--- src/rtl/send_data.sv ---
// Pattern-generating word source: streams `length` words of a selected pattern
// over a valid/ready handshake, with optional single-word bit-0 corruption.
module send_data (
    input  logic        clk,
    input  logic        reset,
    input  logic        start,
    input  logic [31:0] length,
    input  logic [1:0]  mode,
    input  logic [31:0] seed,
    input  logic        inject_error,
    input  logic        data_ready,
    output logic [31:0] dataout,
    output logic        data_valid,
    output logic        busy,
    output logic        done,
    output logic [31:0] word_count
);

    typedef enum logic [1:0] {
        StIdle,
        StSend,
        StDone
    } state_e;

    localparam logic [1:0] ModeCounter = 2'd0;
    localparam logic [1:0] ModeWalk    = 2'd1;
    localparam logic [1:0] ModeLfsr    = 2'd2;
    localparam logic [1:0] ModeConst   = 2'd3;

    state_e      state_q, state_d;
    logic [31:0] length_q, length_d;
    logic [1:0]  mode_q, mode_d;
    logic [31:0] gen_q, gen_d;
    logic        err_q, err_d;
    logic [31:0] count_q, count_d;
    logic [31:0] dataout_q, dataout_d;
    logic        valid_q, valid_d;
    logic        busy_q, busy_d;
    logic        done_q, done_d;
    logic        xfer;

    function automatic logic [31:0] first_word(input logic [1:0] m, input logic [31:0] s);
        logic [31:0] w;
        unique case (m)
            ModeCounter: w = s;
            ModeWalk:    w = 32'd1 << s[4:0];
            ModeLfsr:    w = (s == 32'd0) ? 32'd1 : s;
            ModeConst:   w = s;
            default:     w = s;
        endcase
        return w;
    endfunction

    function automatic logic [31:0] next_word(input logic [1:0] m, input logic [31:0] w);
        logic [31:0] n;
        unique case (m)
            ModeCounter: n = w + 32'd1;
            ModeWalk:    n = {w[30:0], w[31]};
            ModeLfsr:    n = {w[30:0], w[31] ^ w[21] ^ w[1] ^ w[0]};
            ModeConst:   n = w;
            default:     n = w;
        endcase
        return n;
    endfunction

    always_comb begin
        state_d  = state_q;
        length_d = length_q;
        mode_d   = mode_q;
        gen_d    = gen_q;
        err_d    = err_q;
        count_d  = count_q;
        valid_d  = 1'b0;
        busy_d   = 1'b0;
        done_d   = 1'b0;
        xfer     = valid_q & data_ready;

        unique case (state_q)
            StIdle: begin
                err_d = 1'b0;
                if (start) begin
                    length_d = length;
                    mode_d   = mode;
                    gen_d    = first_word(mode, seed);
                    count_d  = 32'd0;
                    if (length != 32'd0) begin
                        state_d = StSend;
                        valid_d = 1'b1;
                        busy_d  = 1'b1;
                    end else begin
                        state_d = StDone;
                        done_d  = 1'b1;
                    end
                end
            end
            StSend: begin
                valid_d = 1'b1;
                busy_d  = 1'b1;
                if (xfer) begin
                    count_d = count_q + 32'd1;
                    gen_d   = next_word(mode_q, gen_q);
                    // A transfer consumes the armed flag; a request on the same edge re-arms it.
                    err_d   = inject_error;
                    if (count_d == length_q) begin
                        state_d = StDone;
                        valid_d = 1'b0;
                        busy_d  = 1'b0;
                        done_d  = 1'b1;
                        err_d   = 1'b0;
                    end
                end else begin
                    err_d = err_q | inject_error;
                end
            end
            StDone: begin
                state_d = StIdle;
                err_d   = 1'b0;
            end
            default: begin
                state_d = StIdle;
                err_d   = 1'b0;
            end
        endcase

        // Registered copy of the offered word, so arming during a stall shows up immediately.
        dataout_d = gen_d ^ {31'd0, err_d};
    end

    always_ff @(posedge clk) begin
        if (reset) begin
            state_q   <= StIdle;
            length_q  <= 32'd0;
            mode_q    <= 2'd0;
            gen_q     <= 32'd0;
            err_q     <= 1'b0;
            count_q   <= 32'd0;
            dataout_q <= 32'd0;
            valid_q   <= 1'b0;
            busy_q    <= 1'b0;
            done_q    <= 1'b0;
        end else begin
            state_q   <= state_d;
            length_q  <= length_d;
            mode_q    <= mode_d;
            gen_q     <= gen_d;
            err_q     <= err_d;
            count_q   <= count_d;
            dataout_q <= dataout_d;
            valid_q   <= valid_d;
            busy_q    <= busy_d;
            done_q    <= done_d;
        end
    end

    assign dataout    = dataout_q;
    assign data_valid = valid_q;
    assign busy       = busy_q;
    assign done       = done_q;
    assign word_count = count_q;

endmodule
--- config.mk ---
export PLATFORM = sky130hd
export DESIGN_NAME = send_data
export DESIGN_NICKNAME = d
export VERILOG_FILES = /design/src/rtl/send_data.sv
export SDC_FILE = /design/constraint.sdc
export NUM_CORES = 1
export LEC_CHECK = 0
export BUFFER_PORTS_ARGS = -buffer_cell sky130_fd_sc_hd__clkbuf_2
export CAP_MARGIN = 10
export CORE_ASPECT_RATIO = 0.7
export CORE_MARGIN = 8
export CORE_UTILIZATION = 50
export DETAILED_ROUTE_END_ITERATION = 10
export PLACE_DENSITY = 0.84
export SYNTH_ARGS = -nofsm -noshare
export SYNTH_HDL_FRONTEND = slang
export SYNTH_SLANG_ARGS = --single-unit
--- constraint.sdc ---
create_clock -name clk -period 3.4 [get_ports clk]
set_input_delay 0.51 -clock clk [delete_from_list [all_inputs] [get_ports clk]]
set_output_delay 0.51 -clock clk [all_outputs]
set_load 0.005 [all_outputs]
==> metrics.md <==
| Metric | Value |
|---|---|
| Post CTS Setup Buffer Count | 0 |
| Most common library cells after synthesis | 184 x nand2_1, 109 x a21oi_1, 104 x dfxtp_1, 91 x o21ai_0, 75 x nor2_1 |
| Post-synthesis compound-gate area fraction | about 27% |
| Worst Skew | 0.00651 ns |
| Clock sink count | about 100 |
| Post-DP HPWL | between 20,000 and 25,000 um |
| Drt via density | between 6 and 7 |
| Core area | 15,300 um2 |
| Tightest Pin Transition | about 1.2 ns |
| M1 GR Usage | a little under 40% |
| Dominant cells by area after synthesis | dfxtp_1 27%, nand2_1 9.0%, a21oi_1 7.1% |
| Hold Worst Slack | around 0.38 ns |
| GR Layer Usage met3 | under 10% |
| Final core utilization | 57.0% |
| Peak VDD IR | around 0.00026 V |
| Crit Path Max Fanout | 7 |
| Fraction of layout cells with a size suffix above 1 | between 10% and 20% |
| FFs w/ async S/R, synth | 0% |
| ANT nets after route | 0 |
| Dominant cell type by area after synthesis | dfxtp_1 |
| Synth top area share | a little over a quarter |
| Chip width | 164 um |
| Port buffer count | about 140 |
| Main flop type after synthesis | dfxtp_1 |
| GRT overflow | 0 |
| CP Class | reg2reg |
| Hold crit path type | in2reg |
| 1st-iter DRT viols | ~1,400 |
| Most Crowded Layer GR | met1 |
| Leak | 3.20 nW |
| Sequential fraction of the synthesis area | ~27% |
| Nets@finish | around 1,200 |
| Arrival time worst endpoint | around 3.4 ns |
| Reg clk slew, reported paths | 0.07 ns |
| Status | finished, final reports clean |
| Starting density of the core | about half |
| Pwr Total | slightly above 0.003 W |
| Simple logic cell fraction of the synthesized area | 27.9% |
| Clock root cell | clkbuf_16 |
| First-pass detailed-route iteration total | 6 |
| Setup TNS | 0 ns |
| Adder-Cell Fraction of Synth Area | less than 1% |
| Finish-stage setup viols | 0 |
| Residual DRC | 0 |
| Die Y | approximately 120 um |
| Met2 GRT Util | a little over a third |
| Sw Ratio | a little under a third |
| Routed wire per std cell | around 20 um |
| Mux contribution to synthesized area | 2.74% |
| Clock network power share | a little under two fifths |
| Worst Path Required | about 3.6 ns |
| CTS tree | yes |
| Internal power | about 0.0021 W |
| Largest net degree at the start of global routing | 44 |
| Dpl cells | about 1,300 |
| P_sw | 0.000942 W |
| Max incr delay on CP | 0.60 ns |
| Most common cell in the netlist | nand2_1 |
| Ant. Diodes | 0 |
| Synth Area in XOR/XNOR | approximately 6.2% |
| Post-synth EDFFs | 0 |
| Clk Latency, worst-skew pair | 0.36 ns |
| Pins Over Slew Limit | 0 |
| Die area | 19,700 um2 |
| Fin. Hold Viols | 0 |
| Max Cap Viol | 0 |
| Final non-filler cell total | ~1,400 |
| Power per cell area | 354 nW/um2 |
| Synthesis-to-finish area growth | 12.9% |
| Synth Net Count | ~1,200 |
| RSZ-0062 raised after global routing | no |
| Seq pwr share | 43.7% |
| Tmin final | 3.18 ns |
| Cts bufs inserted | 9 |
| CTS H-tree lvls | 3 |
| Routed vias | ~8,800 |
| IO Pins | ~140 |
| Gate power share | about a fifth |
| Fmax | approximately 310 MHz |
| First-pass GRT wire length | approximately 43,000 um |
| Initial antenna violation count | 0 |
| Count of state elements after synthesis | ~100 |
| Main combinational cell family by area after synthesis | simple AND/OR/NAND/NOR gates |
| Longest Clk Path Bufs | 2 |
| Netlist cell types | 73 |
| Synth Cell Area | 7710 um2 |
| Cells after Synth | about 1,100 |
| Relative slew slack | ~20% |
| Total routed wirelength | ~27,000 um |
| CP Cell Sequence | ha_1 > nand4_4 > or4_4 > nor4_1 > buf_4 > xnor2_1 > nand3_1 > or4_1 > o21ai_2 > a21oi_1 |
| GPL Wtd Cong | 1.01 |
| Synth warn | 0 |
| Synth Area per Inst | around 7.1 um2 |
| CP Launch Type | flop |
| Nature of the critical path endpoint | flop |
| Crit path max-delay cell type | or4_4 |
| Final period util | a little over nine tenths |
| FP Rows | 38 |
| Gr usage total | approximately 27% |
| Vias in the first global route | ~7,900 |
[cell type report]
type                    instances  area (um2)
flip-flops and latches        104        2080
well taps                     200         250
fillers                      1445        6560
multi-input cells             851        5030
clock inverters                 6        91.3
clock buffers                  10         229
repair buffers                174         963
inverters                      15        56.3
[worst max-delay path: cells and delay by family, from the launching register on]
family	cells	cell delay [ns]
compound gates	2	0.29
xor+xnor	1	0.15
fa+ha+maj	1	0.26
buf+inv	1	0.18
flops	1	0.44
simple gates	5	1.74
[layout by cell type, fill, tap and decap left out, types with 9 or more instances in the layout]
master and n:
xnor2_1 35, clkbuf_16 9, nand4_1 24, xor2_1 17
a31oi_1 9, nand2b_1 12, a22o_1 12, a21oi_1 108
mux2i_1 11, o21ai_0 91, o31ai_1 13, nor3_1 27
a22oi_1 19, nand3_1 21, o22ai_1 15, nor2_1 73
inv_1 15, clkbuf_2 137, mux2_2 9, buf_4 37
nand2_1 184, nor4_1 25, dfxtp_1 103
[power by group through the flow]
stage	sequential [W]	combinational, W	clock (W)
after floorplan	0.00133	0.000403	0
after global placement	0.00137	0.000551	0
after detailed placement	0.00137	0.000558	0
after CTS	0.00134	0.000562	0.00116
after global routing	0.00135	0.000626	0.00121
final	0.00135	0.000580	0.00115
[metrics by stage]
step,setup WS [ns],cell area (um2)
6_report,0.217,8700
5_1_grt,0.0152,8700
4_1_cts,0.0518,8690
3_5_place_dp,0.0791,8370
3_3_place_gp,0.171,8370
2_1_floorplan,0.166,7710
[worst paths after layout]
kind / slack [ns] / end / from / cells after the start
setup reg to reg: 0.22 / state_q[0]$_SDFFE_PP0P_ / word_count[1]$_SDFFE_PP0P_ / 10
hold / removal: 0.38 / length_q[1]$_SDFFE_PP0P_ / length[1] / 3
setup / recovery: 0.22 / state_q[0]$_SDFFE_PP0P_ / word_count[1]$_SDFFE_PP0P_ / 10
hold reg to reg: 0.47 / length_q[3]$_SDFFE_PP0P_ / length_q[3]$_SDFFE_PP0P_ / 2
[logic make-up (layout without fill, tap and decap cells)]
| kind of cell | count (synthesis) | count (layout) |
|---|---|---|
| xor gates and xnor gates | 53 | 53 |
| muxes | 20 | 20 |
| adders and majority gates | 4 | 4 |
| AOI/OAI and AO/OA | 338 | 338 |
| DFF | 104 | 104 |
| buffers and inverters | 129 | 205 |
| and+or+nand+nor | 436 | 436 |
[metal layers]
| metal | vias to the layer above | part of all wire [%] |
|---|---|---|
| li1 | 4080 | - |
| met1 | 4060 | 43 |
| met2 | 593 | 40 |
| met3 | 53 | 14 |
| met4 | 2 | 2.6 |
| met5 | - | 0.21 |
[what timing repair did]
action | in CTS | in global routing
hold buffers | 0 | 0
resized for setup | 0 | 3
setup endpoints to repair | 0 | 6
No activity file was read; power rests on OpenSTA's default activity.
